[src/rtl/bp_me_cce_req_scheduler.sv]
// Arbitrates several LCE request sources onto one CCE request port: round-robin
// selection, a grant lock under backpressure, in-flight accounting and busy/error status.
module bp_me_cce_req_scheduler #(
  parameter int num_req_p         = 2,
  parameter int header_width_p    = 64,
  parameter int max_outstanding_p = 1,
  parameter int busy_cnt_width_p  = 32,
  localparam int src_width_lp     = (num_req_p > 1) ? $clog2(num_req_p) : 1,
  localparam int out_width_lp     = $clog2(max_outstanding_p + 1)
) (
  input  logic                                clk_i,
  input  logic                                reset_i,
  input  logic [num_req_p*header_width_p-1:0] req_header_i,
  input  logic [num_req_p-1:0]                req_v_i,
  output logic [num_req_p-1:0]                req_ready_and_o,
  output logic [header_width_p-1:0]           cce_header_o,
  output logic                                cce_v_o,
  input  logic                                cce_ready_and_i,
  output logic [src_width_lp-1:0]             cce_src_o,
  input  logic                                done_i,
  output logic                                start_o,
  output logic                                end_o,
  output logic [out_width_lp-1:0]             outstanding_o,
  output logic [busy_cnt_width_p-1:0]         busy_cycles_o,
  output logic                                err_o,
  output logic                                lock_state_o
);

  typedef enum logic {
    e_unlocked = 1'b0,
    e_locked   = 1'b1
  } lock_state_e;

  // Handshake contract: a transfer happens on a cycle where valid & ready are both
  // high; valid never depends combinationally on ready, and once raised toward the
  // CCE the selected source and header hold until that transfer (or the requester drops).

  lock_state_e                  lock_state_r;
  logic [src_width_lp-1:0]      lock_idx_r;
  logic [src_width_lp-1:0]      rr_ptr_r;
  logic [out_width_lp-1:0]      outstanding_r;
  logic [busy_cnt_width_p-1:0]  busy_r;
  logic                         err_r;

  logic [src_width_lp-1:0]      sel_idx;
  logic [src_width_lp-1:0]      rr_next;
  logic                         sel_v;
  logic                         lock_drop;
  logic                         slot_avail;
  logic                         handshake;
  logic                         spurious_done;
  int                           cand;

  always_comb begin
    sel_idx   = rr_ptr_r;
    sel_v     = 1'b0;
    lock_drop = 1'b0;
    cand      = 0;
    if (lock_state_r == e_locked) begin
      sel_idx   = lock_idx_r;
      sel_v     = req_v_i[lock_idx_r];
      lock_drop = ~req_v_i[lock_idx_r];
    end else begin
      // Walk offsets downward so the nearest valid source at or after rr_ptr wins.
      for (int i = num_req_p - 1; i >= 0; i--) begin
        cand = (int'(rr_ptr_r) + i) % num_req_p;
        if (req_v_i[cand]) begin
          sel_idx = src_width_lp'(cand);
          sel_v   = 1'b1;
        end
      end
    end
  end

  assign slot_avail    = (outstanding_r < out_width_lp'(max_outstanding_p));
  assign cce_v_o       = ~reset_i & slot_avail & sel_v;
  assign handshake     = cce_v_o & cce_ready_and_i;
  assign start_o       = handshake;
  assign end_o         = ~reset_i & done_i & (outstanding_r != '0);
  assign spurious_done = done_i & (outstanding_r == '0);
  assign cce_src_o     = sel_idx;
  assign cce_header_o  = req_header_i[sel_idx*header_width_p +: header_width_p];
  assign rr_next       = (sel_idx == src_width_lp'(num_req_p - 1)) ? '0 : sel_idx + 1'b1;

  always_comb begin
    req_ready_and_o = '0;
    for (int k = 0; k < num_req_p; k++) begin
      req_ready_and_o[k] = handshake & (sel_idx == src_width_lp'(k));
    end
  end

  always_ff @(posedge clk_i) begin
    if (reset_i) begin
      lock_state_r  <= e_unlocked;
      lock_idx_r    <= '0;
      rr_ptr_r      <= '0;
      outstanding_r <= '0;
      busy_r        <= '0;
      err_r         <= 1'b0;
    end else begin
      case (lock_state_r)
        e_unlocked: begin
          if (cce_v_o & ~cce_ready_and_i) begin
            lock_state_r <= e_locked;
            lock_idx_r   <= sel_idx;
          end
        end
        e_locked: begin
          if (handshake | lock_drop) lock_state_r <= e_unlocked;
        end
        default: lock_state_r <= e_unlocked;
      endcase

      if (handshake) rr_ptr_r <= rr_next;

      // A completion only frees a slot for the next cycle; no same-cycle bypass.
      case ({handshake, end_o})
        2'b10:   outstanding_r <= outstanding_r + 1'b1;
        2'b01:   outstanding_r <= outstanding_r - 1'b1;
        default: outstanding_r <= outstanding_r;
      endcase

      if ((outstanding_r != '0) && (busy_r != '1)) busy_r <= busy_r + 1'b1;

      if (spurious_done | lock_drop) err_r <= 1'b1;
    end
  end

  assign outstanding_o = outstanding_r;
  assign busy_cycles_o = busy_r;
  assign err_o         = err_r;
  assign lock_state_o  = (lock_state_r == e_locked);

endmodule

[config.mk]
export PLATFORM = sky130hd
export DESIGN_NAME = bp_me_cce_req_scheduler
export DESIGN_NICKNAME = d
export VERILOG_FILES = /design/src/rtl/bp_me_cce_req_scheduler.sv
export SDC_FILE = /design/constraint.sdc
export NUM_CORES = 1
export LEC_CHECK = 0
export CAP_MARGIN = 20
export CORE_AREA = 3 3 92 94
export DETAILED_ROUTE_END_ITERATION = 12
export DIE_AREA = 0 0 95 97
export DONT_BUFFER_PORTS = 1
export PLACE_DENSITY = 0.49
export SLEW_MARGIN = 15
export SYNTH_ARGS = -nofsm -noshare
export SYNTH_HDL_FRONTEND = slang
export SYNTH_SLANG_ARGS = --single-unit
[constraint.sdc]
create_clock -name clk_i -period 4.47 [get_ports clk_i]
set_input_delay 0.894 -clock clk_i [delete_from_list [all_inputs] [get_ports clk_i]]
set_output_delay 0.894 -clock clk_i [all_outputs]
set_load 0.03 [all_outputs]
Yosys cells after proc, flatten, opt, wreduce, memory -nomap -nowiden
Cells that the tools add are included.
{ "classes": {"n_addsub": 5, "magnitude_cmp": 4, "n_eq_ne": 3, "shift": 1, "muxes": 19, "bitwise": 18, "reduce_logical": 3} }
{ "op_table": {"columns": ["cell", "count"], "rows": [
  ["128-bit by 8-bit variable part select with 64-bit output", 1],
  ["32-bit by 1-bit adder with 32-bit output, second input constant", 1],
  ["32-bit != test, second input constant", 1],
  ["1-bit two-way mux", 17],
  ["1-bit bitwise AND", 9],
  ["1-bit NOT", 6],
  ["1-bit by 2-bit < comparator with 1-bit output, second input constant", 2],
  ["1-bit case mux with 2 select lines", 2],
  ["1-bit adder, second input constant", 3],
  ["2-bit by 3-bit < comparator with 1-bit output, second input constant", 1],
  ["2-bit by 1-bit equality test with 1-bit output, second input constant", 1],
  ["2-bit equality test, second input constant", 1],
  ["1-bit OR", 2],
  ["2-bit AND reduction", 1],
  ["2-bit nonzero test", 1],
  ["1-bit bitwise AND, first input constant", 1],
  ["1-bit logical AND", 1],
  ["1-bit < comparator, second input constant", 1],
  ["1-bit subtractor, second input constant", 1]
]} }
{ "totals": {"register_bits": 37, "inputBits": 134, "output_inout_bits": 105, "word_cells": 59} }

Depth between registers and ports, before layout
Gate-level depths: netlist of the first run.
{ "logic_depth": {"word_depth": 13, "mapped_depth": 8, "mapped_depth_nobuf": 6} }

Worst setup path before layout of the first run
Ideal clock, no wire load.
{ "synth_timing": {"path_type": "input port to output port", "startpoint": "input port req_v_i[1]", "endpoint": "output port req_ready_and_o[1]", "t_arrival_ns": 3.776, "required_time_ns": 3.576, "setup_slack_ns": -0.200, "stages": 4, "n_path_buf": 0, "cell_sequence": "mux2i_1 > a2111oi_0 > nand2_1 > nor2_1"} }
{ "synth_via": {"elab_chain_len": 9, "elab_cells_between_ends": 16} }
{ "synth_rtl": {"columns": ["item", "line", "rtl"], "rows": [
  ["start, declared", "14", "input logic [num_req_p-1:0] req_v_i,"],
  ["1-bit two-way mux (implied by the code) (3 in series)", "67", "if (req_v_i[cand]) begin"],
  ["1-bit two-way mux (2 in series)", "67", null],
  ["1-bit two-way mux *", "59", "if (lock_state_r == e_locked) begin"],
  ["1-bit bitwise AND *", "76", "assign cce_v_o = ~reset_i & slot_avail & sel_v;"],
  ["named net cce_v_o", "17", "output logic cce_v_o,"],
  ["1-bit bitwise AND *", "77", "assign handshake = cce_v_o & cce_ready_and_i;"],
  ["1-bit bitwise AND *", "88", "req_ready_and_o[k] = handshake & (sel_idx == src_width_lp'(k));"],
  ["end, declared", "15", "output logic [num_req_p-1:0] req_ready_and_o,"]
]} }
Mark *: on every way through the listed nets, which the timed path passes. The rest lies on a longest branch. The select of a mux whose other input is x is not followed.

Final worst setup path of the first run
{ "layout_timing": {"startpoint": "input port req_v_i[0]", "endpoint": "output port req_ready_and_o[0]"} }
{ "layout_via": {"elab_cells_between_ends": 17} }
{ "layout_rtl": {"columns": ["item", "line", "rtl"], "rows": [
  ["1-bit two-way mux (implied by the code) (3 in series)", "67", null],
  ["1-bit two-way mux", "67", null],
  ["1-bit two-way mux *", "67", null],
  ["1-bit two-way mux *", "59", null],
  ["named net cce_src_o", "19", "output logic [src_width_lp-1:0] cce_src_o,"],
  ["1-bit NOT *", "88", null],
  ["1-bit bitwise AND *", "88", null]
]} }
Marks and branches as above.

==> impl_metrics.prom, run 1 <==
# TYPE chip_impl_metric gauge
chip_impl_metric{name="final_hold_viol_count",unit=""} 0
chip_impl_metric{name="max_freq",unit="MHz"} 300.2
chip_impl_metric{name="die_y",unit="µm"} 97
chip_impl_metric{name="timing.clock.skew",unit="ns"} 0.01253
chip_impl_metric{name="period_needed",unit="ns"} 3.331
chip_impl_metric{name="post_synth.cell_area_avg",unit="µm²"} 9.068
chip_impl_metric{name="synthesized_net_count",unit=""} 443
chip_impl_metric{name="synth_enable_flop_cells",unit=""} 0
chip_impl_metric{name="place.detailed.hpwl",unit="µm"} 9088
chip_impl_metric{name="post_cts_resized",unit=""} 0
chip_impl_metric{name="worstMarginPinSlew",unit="ns"} 0.7888
chip_impl_info{name="critPathLaunch",value="req_v_i[0]"} 1
chip_impl_info{name="startpoint_type",value="input pin"} 1
chip_impl_metric{name="core_region_area",unit="µm²"} 7727
chip_impl_metric{name="slack_of_the_worst_reg_to_reg_path",unit="ns"} 1.62
chip_impl_metric{name="vdd_drop_max",unit="V"} 0.0001113
chip_impl_metric{name="crit_required",unit="ns"} 3.58
chip_impl_metric{name="relSlewSlack",unit="%"} 47.22
chip_impl_metric{name="proportion_of_layout_cells_with_a_drive_suffix_above_1",unit="%"} 32.78
chip_impl_metric{name="gp_routability_congestion",unit=""} 0.8025
chip_impl_metric{name="antenna_found_initial",unit=""} 4
chip_impl_info{name="cp-end-kind",value="output port"} 1
chip_impl_metric{name="wirelength",unit="µm"} 10730
chip_impl_metric{name="sum_of_negative_setup_slack",unit="ns"} 0
chip_impl_info{name="post-synth-top-count-cell",value="sky130_fd_sc_hd__mux2_2"} 1
chip_impl_metric{name="ff2ff_path_depth",unit=""} 6
chip_impl_metric{name="yosysSeqAreaShare",unit="%"} 26.61
chip_impl_info{name="crit-reg2reg-capture",value="busy_cycles_o[15]$_SDFFE_PP0P_"} 1
chip_impl_metric{name="drt_pass1_iterations",unit=""} 4
chip_impl_metric{name="postSynthRegisterBits",unit=""} 37
chip_impl_metric{name="tritoncts.num_buffers",unit=""} 5
chip_impl_metric{name="vias_in_the_first_global_route",unit=""} 2252
chip_impl_metric{name="setup_viol",unit=""} 0
chip_impl_metric{name="final_nets",unit=""} 437
chip_impl_metric{name="clock_latency",unit="ns"} 0.30
chip_impl_metric{name="vias",unit=""} 2407
chip_impl_info{name="clock_tree.root_cell",value="sky130_fd_sc_hd__clkbuf_8"} 1
chip_impl_metric{name="die_area",unit="µm²"} 9215
chip_impl_metric{name="cts_hold_buffers",unit=""} 0
chip_impl_metric{name="clk_transition_reported_paths",unit="ns"} 0.09
chip_impl_metric{name="final_critical_path_setup_slack",unit="ns"} 1.139
chip_impl_info{name="synth_commonest_cells",value="sky130_fd_sc_hd__mux2_2, sky130_fd_sc_hd__dfxtp_1, sky130_fd_sc_hd__nor2_1"} 1
chip_impl_metric{name="remaining_drc_errors",unit=""} 0
chip_impl_info{name="status",value="finished clean"} 1
chip_impl_metric{name="cts_num_sinks",unit=""} 37
chip_impl_metric{name="grt_start_max_net_pins",unit=""} 67
chip_impl_metric{name="routed_wire_length_per_instance",unit="µm"} 26.31
chip_impl_metric{name="design.portCount",unit=""} 239
chip_impl_metric{name="cts_htree_levels",unit=""} 2
chip_impl_metric{name="timing_max_transition_violations_final",unit=""} 0
chip_impl_metric{name="placement.io_buffers",unit=""} 0
chip_impl_metric{name="grt-ovfl-total",unit=""} 0
chip_impl_metric{name="power.leakage",unit="nW"} 1.026
chip_impl_metric{name="syn2layout_area_growth",unit="%"} 7.146
chip_impl_info{name="cts_tree",value="done"} 1
chip_impl_metric{name="dieWidth",unit="µm"} 95
chip_impl_metric{name="layout_worst_path_cycle_share",unit="%"} 74.52
chip_impl_metric{name="share_of_flip_flops_with_an_asynchronous_set_or_reset",unit="%"} 0
chip_impl_metric{name="grtUsageTotal",unit="%"} 22.36
chip_impl_metric{name="drtAntennaViolNets",unit=""} 0
chip_impl_metric{name="start_util",unit="%"} 36.03
chip_impl_metric{name="timing.critical_path.fanout_max",unit=""} 66
chip_impl_info{name="grt_setup_unrepaired",value="false"} 1
chip_impl_metric{name="critPathArrivalTime",unit="ns"} 2.44
chip_impl_metric{name="grt_first_pass_wirelength",unit="µm"} 14950
chip_impl_metric{name="clk_path_buf_depth",unit=""} 2
chip_impl_info{name="hold_path.class",value="flip-flop to flip-flop"} 1
chip_impl_info{name="most_frequently_used_flop_master_after_synthesis",value="sky130_fd_sc_hd__dfxtp_1"} 1
chip_impl_metric{name="drt_iter0_markers",unit=""} 117
chip_impl_metric{name="preCtsSetupSlack",unit="ns"} 1.125
chip_impl_metric{name="routed_via_density",unit=""} 5.900
chip_impl_info{name="ws_path_type",value="input pin to output port"} 1
chip_impl_info{name="crit_end",value="req_ready_and_o[0]"} 1
chip_impl_info{name="netlist_top_cells_area",value="sky130_fd_sc_hd__mux2_2, sky130_fd_sc_hd__dfxtp_1, sky130_fd_sc_hd__nor2_1, sky130_fd_sc_hd__a21oi_1, sky130_fd_sc_hd__nand3_1"} 1
chip_impl_info{name="regToRegStartpoint",value="busy_cycles_o[24]$_SDFFE_PP0P_"} 1
chip_impl_metric{name="timing.max_cap.violations",unit=""} 0
chip_impl_metric{name="mappedNetlistArea",unit="µm²"} 2784
chip_impl_metric{name="p_per_area",unit="nW/µm²"} 330.7
chip_impl_metric{name="yosysTopAreaCellShare",unit="%"} 28.31
chip_impl_metric{name="num_rows",unit=""} 32
chip_impl_metric{name="postCtsSetupRepairBufs",unit=""} 0
chip_impl_info{name="cell_accounting_for_the_most_synthesized_area",value="sky130_fd_sc_hd__mux2_2"} 1
chip_impl_metric{name="synth.lib_cells_used.distinct",unit=""} 52
chip_impl_metric{name="yosys_warnings",unit=""} 0
chip_impl_metric{name="post_synth_inst_count",unit=""} 307
-- cells in the final DEF, fill, tap and decap left out, types with 7 or more instances in the layout --
cell                      Yosys  routed
sky130_fd_sc_hd__o21ai_0     13      13
sky130_fd_sc_hd__a21oi_1     17      17
sky130_fd_sc_hd__nand3_1     15      15
sky130_fd_sc_hd__nor2b_1      7       7
sky130_fd_sc_hd__or3_1       10      10
sky130_fd_sc_hd__nor2_1      26      26
sky130_fd_sc_hd__inv_1        7       7
sky130_fd_sc_hd__nand2_1     14      14
sky130_fd_sc_hd__dfxtp_1     37      37
sky130_fd_sc_hd__mux2_2      70      70
-- registers in the layout, summed over array words and instances, names as in the netlist --
| register | flops |
|---|---|
| lock_state_o | 1 |
| lock_idx_r | 1 |
| busy_cycles_o | 32 |
| err_o | 1 |
| rr_ptr_r | 1 |
| outstanding_o | 1 |
-- layout make-up --
cell class | count | area [µm²]
multi-input combinational | 245 | 1908
fill | 809 | 4745
sequential | 37 | 740.7
antenna | 4 | 10.01
clock buffer | 6 | 82.58
timing repair buffer | 5 | 50.05
tap | 102 | 127.6
inverter | 7 | 26.28
clock inverter | 2 | 37.54
-- critical path: stages --
cell and delay, ns:
sky130_fd_sc_hd__inv_1 0.02, sky130_fd_sc_hd__maj3_1 0.39, sky130_fd_sc_hd__mux2i_4 0.18, sky130_fd_sc_hd__buf_12 0.31, sky130_fd_sc_hd__inv_1 0.25, sky130_fd_sc_hd__nor2_1 0.16, sky130_fd_sc_hd__buf_4 0.20
-- how the worst min path moves through the flow --
stage | start | end | slack [ns] | depth (start not counted)
detailed placement | rr_ptr_r$_SDFFE_PP0P_ | rr_ptr_r$_SDFFE_PP0P_ | 0.56 | 2
floorplan | rr_ptr_r$_SDFFE_PP0P_ | rr_ptr_r$_SDFFE_PP0P_ | 0.49 | 2
global route | rr_ptr_r$_SDFFE_PP0P_ | rr_ptr_r$_SDFFE_PP0P_ | 0.63 | 2
finish | rr_ptr_r$_SDFFE_PP0P_ | rr_ptr_r$_SDFFE_PP0P_ | 0.56 | 2
global placement | rr_ptr_r$_SDFFE_PP0P_ | rr_ptr_r$_SDFFE_PP0P_ | 0.59 | 2
CTS | rr_ptr_r$_SDFFE_PP0P_ | rr_ptr_r$_SDFFE_PP0P_ | 0.58 | 2
-- routing by layer --
layer	track usage [%]	vias to the layer above	part of all wire (%)
li1	-	1131	-
met1	28.86	1134	40
met2	32.38	130	45
met3	12.67	10	14
met4	4.661	2	0.92
met5	0	-	0.12
-- report_power, final --
part	total [mW]	switching [mW]	leakage, nW	internal (mW)
sequential	0.358	0.0224	0.299	0.336
clock	0.313	0.132	0.0574	0.182
combinational	0.315	0.221	0.670	0.0939
total	0.986	0.375	1.03	0.611
-- stage by stage --
| step | power, mW | cell area [µm²] | instances | hold WS (ns) | util [%] |
|---|---|---|---|---|---|
| after floorplan | 0.6504 | 2785 | 307 | 0.4863 | - |
| after global placement | 0.6822 | 2853 | 396 | 0.5866 | 36.92 |
| after detailed placement | 0.6838 | 2853 | 396 | 0.5635 | 36.92 |
| after CTS | 0.9989 | 2973 | 404 | 0.5774 | 38.47 |
| after global routing | 1.032 | 2975 | 405 | 0.6290 | 38.50 |
| final | 0.9863 | 2983 | 408 | 0.5643 | 38.60 |
-- kinds of logic (layout without fill, tap and decap cells) --
logic type                 after synthesis  in the layout  synth area share, %
AOI/OAI and AO/OA                       46             46                10.65
xor gates and xnor gates                 6              6                1.888
adders and majority gates                3              3                1.258
buffers and inverters                   25             20                5.528
DFF                                     37             37                26.61
muxes                                   77             77                31.10
other                                    0              4                    0
and+or+nand+nor                        113            113                22.97
Power figures use the tool's default switching activity.
==> run 2, diff against run 1 <==
--- a/config.mk
+++ b/config.mk
@@ -10,7 +10,7 @@
 export DETAILED_ROUTE_END_ITERATION = 12
 export DIE_AREA = 0 0 95 97
 export DONT_BUFFER_PORTS = 1
-export PLACE_DENSITY = 0.49
+export PLACE_DENSITY = 0.5
 export SLEW_MARGIN = 15
 export SYNTH_ARGS = -nofsm -noshare
 export SYNTH_HDL_FRONTEND = slang
==> constraint.sdc (replaced) <==
create_clock -name clk_i -period 2.95 [get_ports clk_i]
set_input_delay 0.59 -clock clk_i [delete_from_list [all_inputs] [get_ports clk_i]]
set_output_delay 0.59 -clock clk_i [all_outputs]
set_load 0.03 [all_outputs]
==> run 2 against run 1 <==
Compared with the run above:
- worst setup slack lost 0.92 ns
- first-iteration DRC count grew 42%
- critical path type is now flip-flop to output port
- combinational power grew 64%
- non-clock buffer count up 18
- critical endpoint is now req_ready_and_o[1]
- total power grew 45%
- sequential cell count did not move
- cell area up 3.6%
- highest routed layer unchanged
- via count increased by 0.25%
- count of clock-buffer cells in the layout grew 1
- worst hold slack worse by 0.19 ns
==> impl_metrics.prom, run 2 (synthesis gave the netlist of run 1 again) <==
# TYPE chip_impl_metric gauge
chip_impl_metric{name="tritoncts.num_buffers",unit=""} 5
chip_impl_metric{name="dieWidth",unit="µm"} 95
chip_impl_metric{name="p_per_area",unit="nW/µm²"} 463.9
chip_impl_metric{name="vias",unit=""} 2413
chip_impl_info{name="clock_tree.root_cell",value="sky130_fd_sc_hd__clkbuf_8"} 1
chip_impl_metric{name="vdd_drop_max",unit="V"} 0.0001891
chip_impl_metric{name="setup_viol",unit=""} 0
chip_impl_info{name="layout.cells.most_common_list",value="sky130_fd_sc_hd__mux2_2, sky130_fd_sc_hd__dfxtp_1, sky130_fd_sc_hd__nor2_1, sky130_fd_sc_hd__buf_4, sky130_fd_sc_hd__a21oi_1"} 1
chip_impl_info{name="mostFrequentLayoutCell",value="sky130_fd_sc_hd__mux2_2"} 1
chip_impl_metric{name="placed_cells_incl_taps",unit=""} 414
chip_impl_metric{name="timing.clock.skew",unit="ns"} 0.007127
chip_impl_metric{name="post_cts_resized",unit=""} 0
chip_impl_metric{name="wirelength",unit="µm"} 11180
chip_impl_metric{name="cp_slowest_stage_delay",unit="ns"} 0.66
chip_impl_metric{name="routed_via_density",unit=""} 5.718
chip_impl_metric{name="grtUsageTotal",unit="%"} 23.65
chip_impl_metric{name="grt_first_pass_wirelength",unit="µm"} 15960
chip_impl_metric{name="proportion_of_layout_cells_with_a_drive_suffix_above_1",unit="%"} 36.56
chip_impl_metric{name="largest_register_ff_count",unit=""} 32
chip_impl_metric{name="power.leakage",unit="nW"} 1.119
chip_impl_metric{name="design.portCount",unit=""} 239
chip_impl_metric{name="timing.critical_path.fanout_max",unit=""} 5
chip_impl_metric{name="critPathArrivalTime",unit="ns"} 2.14
chip_impl_metric{name="clk_transition_reported_paths",unit="ns"} 0.08
chip_impl_info{name="grt_setup_unrepaired",value="false"} 1
chip_impl_metric{name="grt_start_max_net_pins",unit=""} 67
chip_impl_info{name="critical_path.cell_chain",value="mux2i_1 -> a2111oi_2 -> nand2_1 -> nor2_1"} 1
chip_impl_metric{name="routed_wire_length_per_instance",unit="µm"} 26.50
chip_impl_metric{name="gp_routability_congestion",unit=""} 0.9689
chip_impl_metric{name="layoutNonFillerInstCount",unit=""} 422
chip_impl_metric{name="place.detailed.hpwl",unit="µm"} 9542
chip_impl_metric{name="worstMarginPinSlew",unit="ns"} 0.8077
chip_impl_info{name="timing.critical_path.slowest_stage_cell",value="sky130_fd_sc_hd__nor2_1"} 1
chip_impl_info{name="hold_path.class",value="input pin to flip-flop"} 1
chip_impl_metric{name="final_nets",unit=""} 455
chip_impl_info{name="status",value="finished clean"} 1
chip_impl_metric{name="worstPathBufferInverterCount",unit=""} 0
chip_impl_metric{name="antenna_found_initial",unit=""} 1
chip_impl_metric{name="period_needed",unit="ns"} 2.726
chip_impl_info{name="path_delay_family",value="simple AND/OR/NAND/NOR gates"} 1
chip_impl_info{name="ws_path_type",value="flip-flop to output port"} 1
chip_impl_metric{name="grt-ovfl-total",unit=""} 0
chip_impl_info{name="cts_tree",value="done"} 1
chip_impl_metric{name="final_hold_viol_count",unit=""} 0
chip_impl_metric{name="cts_htree_levels",unit=""} 2
chip_impl_metric{name="timing_max_transition_violations_final",unit=""} 0
chip_impl_metric{name="placement.io_buffers",unit=""} 0
chip_impl_metric{name="vias_in_the_first_global_route",unit=""} 2397
chip_impl_metric{name="core_region_area",unit="µm²"} 7727
chip_impl_metric{name="syn2layout_area_growth",unit="%"} 10.97
chip_impl_metric{name="timing.max_cap.violations",unit=""} 0
chip_impl_metric{name="power.total",unit="mW"} 1.433
chip_impl_metric{name="num_rows",unit=""} 32
chip_impl_metric{name="diodes",unit=""} 0
chip_impl_metric{name="final.fill_count",unit=""} 788
chip_impl_metric{name="cts_hold_buffers",unit=""} 0
chip_impl_info{name="startpoint_type",value="flip-flop"} 1
chip_impl_metric{name="crit_required",unit="ns"} 2.36
chip_impl_metric{name="die_y",unit="µm"} 97
chip_impl_metric{name="drt_iter0_markers",unit=""} 166
chip_impl_metric{name="finish.utilization",unit="%"} 39.98
chip_impl_metric{name="relSlewSlack",unit="%"} 45.96
chip_impl_metric{name="die_area",unit="µm²"} 9215
chip_impl_metric{name="drtAntennaViolNets",unit=""} 0
chip_impl_metric{name="max_freq",unit="MHz"} 366.8
chip_impl_metric{name="clock_latency",unit="ns"} 0.29
chip_impl_metric{name="sum_of_negative_setup_slack",unit="ns"} 0
chip_impl_metric{name="start_util",unit="%"} 36.03
chip_impl_metric{name="cts_num_sinks",unit=""} 37
chip_impl_metric{name="layout_worst_path_cycle_share",unit="%"} 92.41
chip_impl_metric{name="remaining_drc_errors",unit=""} 0
chip_impl_info{name="cp-end-kind",value="output port"} 1
chip_impl_metric{name="clk_path_buf_depth",unit=""} 2
chip_impl_metric{name="drt_pass1_iterations",unit=""} 4
chip_impl_metric{name="postCtsSetupRepairBufs",unit=""} 0
## run 2: per-stage QoR
step | hold WS, ns | instance area [µm²] | worst slack [ns]
floorplan | 0.4863 | 2790 | 0.01777
global placement | 0.5313 | 2988 | 0.3475
detailed placement | 0.5414 | 2988 | 0.3217
CTS | 0.3526 | 3089 | 0.2292
global route | 0.3447 | 3089 | 0.08901
finish | 0.3701 | 3089 | 0.2238
## run 2: layout make-up
class | count | area (µm²) | share of cell area [%]
Clock buffer | 7 | 96.34 | 3.119
Clock inverter | 1 | 5.005 | 0.1620
Inverter | 7 | 26.28 | 0.8505
Multi-Input combinational cell | 245 | 1908 | 61.77
Sequential cell | 37 | 740.7 | 23.98
Tap cell | 102 | 127.6 | 4.131
Timing Repair Buffer | 23 | 185.2 | 5.994
## run 2: worst paths after layout
check	startpoint	slack (ns)	depth (start not counted)	end
worst max-delay path	lock_idx_r$_SDFFE_PP0P_	0.22	4	req_ready_and_o[1]
worst min-delay path	reset_i	0.37	1	busy_cycles_o[9]$_SDFFE_PP0P_
worst max register to register	busy_cycles_o[27]$_SDFFE_PP0P_	0.48	6	busy_cycles_o[25]$_SDFFE_PP0P_
worst min register to register	rr_ptr_r$_SDFFE_PP0P_	0.56	2	rr_ptr_r$_SDFFE_PP0P_
## run 2: power breakdown
group          internal [mW]  switching (mW)  total (mW)
combinational          0.155           0.360       0.516
clock                  0.211           0.186       0.398
sequential             0.509          0.0111       0.520
## run 2: worst reg2reg max path, delay by kind of cell, from the launching register on
family,cells,cell delay [ns]
simple gates,3,0.85
flops,1,0.58
compound gates,1,0.34
mux,1,0.30
buf+inv,1,0.28
## run 2: metal layers
metal | part of all wire [%] | vias to the layer above | track usage (%)
li1 | - | 1158 | -
met3 | 12 | 7 | 12.05
met1 | 44 | 1128 | 33.00
met4 | 0.48 | 2 | 3.330
met2 | 43 | 118 | 33.13
met5 | 0.063 | - | 0
==> run 3, diff against run 2 <==
--- a/config.mk
+++ b/config.mk
@@ -7,9 +7,11 @@
 export LEC_CHECK = 0
 export CAP_MARGIN = 20
 export CORE_AREA = 3 3 92 94
+export CTS_CLUSTER_DIAMETER = 40
 export DETAILED_ROUTE_END_ITERATION = 12
 export DIE_AREA = 0 0 95 97
 export DONT_BUFFER_PORTS = 1
+export GPL_TIMING_DRIVEN = 0
 export PLACE_DENSITY = 0.5
 export SLEW_MARGIN = 15
 export SYNTH_ARGS = -nofsm -noshare
==> run 3 against run 2 <==
Compared with the run above:
- routed wire length grew 5.7%
- worst hold slack gained 0.10 ns
- utilization is 0.081 points higher
- critical path type is now input pin to output port
- critical endpoint is now req_ready_and_o[0]
- largest cell class unchanged
==> impl_metrics.prom, run 3 (synthesis gave the netlist of run 1 again) <==
# TYPE chip_impl_metric gauge
chip_impl_metric{name="remaining_drc_errors",unit=""} 0
chip_impl_info{name="hold_path.class",value="input pin to flip-flop"} 1
chip_impl_metric{name="routed_wire_length_per_instance",unit="µm"} 28.07
chip_impl_metric{name="power.total",unit="mW"} 1.470
chip_impl_metric{name="routed_via_density",unit=""} 5.964
chip_impl_metric{name="cts_hold_buffers",unit=""} 0
chip_impl_metric{name="dpl_cell_area",unit="µm²"} 2918
chip_impl_metric{name="drtAntennaViolNets",unit=""} 0
chip_impl_info{name="clock_tree.root_cell",value="sky130_fd_sc_hd__clkbuf_8"} 1
chip_impl_metric{name="die_y",unit="µm"} 97
chip_impl_metric{name="worstMarginPinSlew",unit="ns"} 0.7200
chip_impl_info{name="hp-start",value="done_i"} 1
chip_impl_metric{name="postLayoutCellArea",unit="µm²"} 3095
chip_impl_metric{name="antenna_found_initial",unit=""} 1
chip_impl_metric{name="holdPathStages",unit=""} 2
chip_impl_metric{name="critPathArrivalTime",unit="ns"} 2.23
chip_impl_metric{name="grt-ovfl-total",unit=""} 0
chip_impl_metric{name="proportion_of_layout_cells_with_a_drive_suffix_above_1",unit="%"} 35.76
chip_impl_info{name="regToRegStartpoint",value="busy_cycles_o[25]$_SDFFE_PP0P_"} 1
chip_impl_metric{name="dieWidth",unit="µm"} 95
chip_impl_metric{name="die_area",unit="µm²"} 9215
chip_impl_metric{name="sum_of_negative_setup_slack",unit="ns"} 0
chip_impl_metric{name="design.portCount",unit=""} 239
chip_impl_info{name="status",value="finished clean"} 1
chip_impl_metric{name="grtUsageTotal",unit="%"} 24.43
chip_impl_metric{name="timing.critical_path.fanout_max",unit=""} 10
chip_impl_metric{name="vdd_drop_max",unit="V"} 0.0002002
chip_impl_info{name="mostFrequentLayoutCell",value="sky130_fd_sc_hd__mux2_2"} 1
chip_impl_metric{name="preCtsSetupSlack",unit="ns"} -0.3777
chip_impl_metric{name="final_critical_path_setup_slack",unit="ns"} 0.1341
chip_impl_metric{name="clk_path_buf_depth",unit=""} 2
chip_impl_metric{name="largest_register_ff_count",unit=""} 32
chip_impl_metric{name="max_freq",unit="MHz"} 355.1
chip_impl_metric{name="layout_worst_path_cycle_share",unit="%"} 95.45
chip_impl_metric{name="slack_of_the_worst_reg_to_reg_path",unit="ns"} 0.37
chip_impl_metric{name="placement.io_buffers",unit=""} 0
chip_impl_metric{name="placed_cells_incl_taps",unit=""} 409
chip_impl_metric{name="power.leakage",unit="nW"} 1.071
chip_impl_metric{name="num_rows",unit=""} 32
chip_impl_metric{name="ff2ff_path_depth",unit=""} 8
chip_impl_metric{name="p_per_area",unit="nW/µm²"} 475.0
chip_impl_metric{name="cts_htree_levels",unit=""} 2
chip_impl_metric{name="final_hold_viol_count",unit=""} 0
chip_impl_metric{name="crit_required",unit="ns"} 2.36
chip_impl_info{name="crit-reg2reg-capture",value="busy_cycles_o[1]$_SDFFE_PP0P_"} 1
chip_impl_metric{name="timing_max_transition_violations_final",unit=""} 0
chip_impl_info{name="cp-end-kind",value="output port"} 1
chip_impl_metric{name="gp_routability_congestion",unit=""} 0.8367
chip_impl_metric{name="core_region_area",unit="µm²"} 7727
chip_impl_metric{name="tritoncts.num_buffers",unit=""} 5
chip_impl_metric{name="timing.max_cap.violations",unit=""} 0
chip_impl_metric{name="vias_in_the_first_global_route",unit=""} 2356
chip_impl_metric{name="drt_pass1_iterations",unit=""} 4
chip_impl_info{name="cts_tree",value="done"} 1
chip_impl_info{name="ws_path_type",value="input pin to output port"} 1
chip_impl_metric{name="cts_num_sinks",unit=""} 37
chip_impl_metric{name="finish.utilization",unit="%"} 40.06
chip_impl_metric{name="layoutNonFillerInstCount",unit=""} 421
chip_impl_metric{name="place.detailed.hpwl",unit="µm"} 9853
chip_impl_metric{name="vias",unit=""} 2511
chip_impl_metric{name="syn2layout_area_growth",unit="%"} 11.19
chip_impl_metric{name="period_needed",unit="ns"} 2.816
chip_impl_metric{name="relSlewSlack",unit="%"} 51.93
chip_impl_metric{name="whs",unit="ns"} 0.4747
chip_impl_metric{name="timing.clock.skew",unit="ns"} 0.005007
chip_impl_metric{name="clock_latency",unit="ns"} 0.29
chip_impl_metric{name="clk_transition_reported_paths",unit="ns"} 0.08
chip_impl_metric{name="grt_start_max_net_pins",unit=""} 12
chip_impl_metric{name="drt_iter0_markers",unit=""} 157
chip_impl_info{name="worst_hold_path.endpoint",value="err_o$_SDFFE_PP0P_"} 1
chip_impl_metric{name="grt_first_pass_wirelength",unit="µm"} 16440
chip_impl_info{name="startpoint_type",value="input pin"} 1
chip_impl_metric{name="setup_viol",unit=""} 0
chip_impl_metric{name="start_util",unit="%"} 36.03
chip_impl_info{name="layout.cells.most_common_list",value="sky130_fd_sc_hd__mux2_2, sky130_fd_sc_hd__dfxtp_1, sky130_fd_sc_hd__nor2_1, sky130_fd_sc_hd__a21oi_1, sky130_fd_sc_hd__nand3_1"} 1
chip_impl_metric{name="final_nets",unit=""} 451
chip_impl_metric{name="wirelength",unit="µm"} 11820
## run 3: cell types whose count changed in the layout (fill, tap and decap cells not counted), sizes merged
cell	delta
clkbuf	+6
bufbuf	+1
dlygate4sd3	+1
inv	-1
diode	+3
buf	-12
clkinvlp	+1
## run 3: timing repair
item	4_1_cts	5_1_grt
pin swaps	1	4
setup buffers	0	1
resized for setup	7	7
setup endpoints to repair	47	61
## run 3: report_power, final
part / total [mW] / leakage [nW] / internal [mW] / switching (mW)
Sequential: 0.544 / 0.299 / 0.509 / 0.0352
Combinational: 0.527 / 0.717 / 0.156 / 0.371
Clock: 0.399 / 0.0543 / 0.211 / 0.187
## run 3: cell type report
type / instances / area [µm²]
sequential: 37 / 742.0
antenna: 3 / 7.507
clock buffer: 7 / 96.34
timing repair buffer: 1 / 7.507
inverter: 7 / 30.03
multi-input combinational: 245 / 1943
tap: 102 / 127.6
fill: 790 / 4632
clock inverter: 1 / 5.005
buffer: 18 / 136.4
## run 3: worst max-delay path: stages
cell	delay [ns]
sky130_fd_sc_hd__inv_1	0.02
sky130_fd_sc_hd__maj3_1	0.40
sky130_fd_sc_hd__mux2i_4	0.21
sky130_fd_sc_hd__buf_6	0.18
sky130_fd_sc_hd__clkbuf_4	0.25
sky130_fd_sc_hd__clkinvlp_4	0.25
sky130_fd_sc_hd__nor2_4	0.31
## run 3: worst max path at each step
stage                                     start            endpoint
final                                req_v_i[0]  req_ready_and_o[0]
after global routing      rr_ptr_r$_SDFFE_PP0P_  req_ready_and_o[0]
after CTS                 rr_ptr_r$_SDFFE_PP0P_  req_ready_and_o[0]
after detailed placement             req_v_i[1]  req_ready_and_o[1]
after global placement               req_v_i[1]  req_ready_and_o[1]
after floorplan                      req_v_i[1]  req_ready_and_o[1]
## run 3: metal layers
layer  vias up  GRT usage [%]  share of wire, %
li1       1163              -                 -
met1      1216          32.14                43
met2       124          36.01                44
met3         6          13.45                13
met4         2          2.997              0.36
met5         -              0             0.059
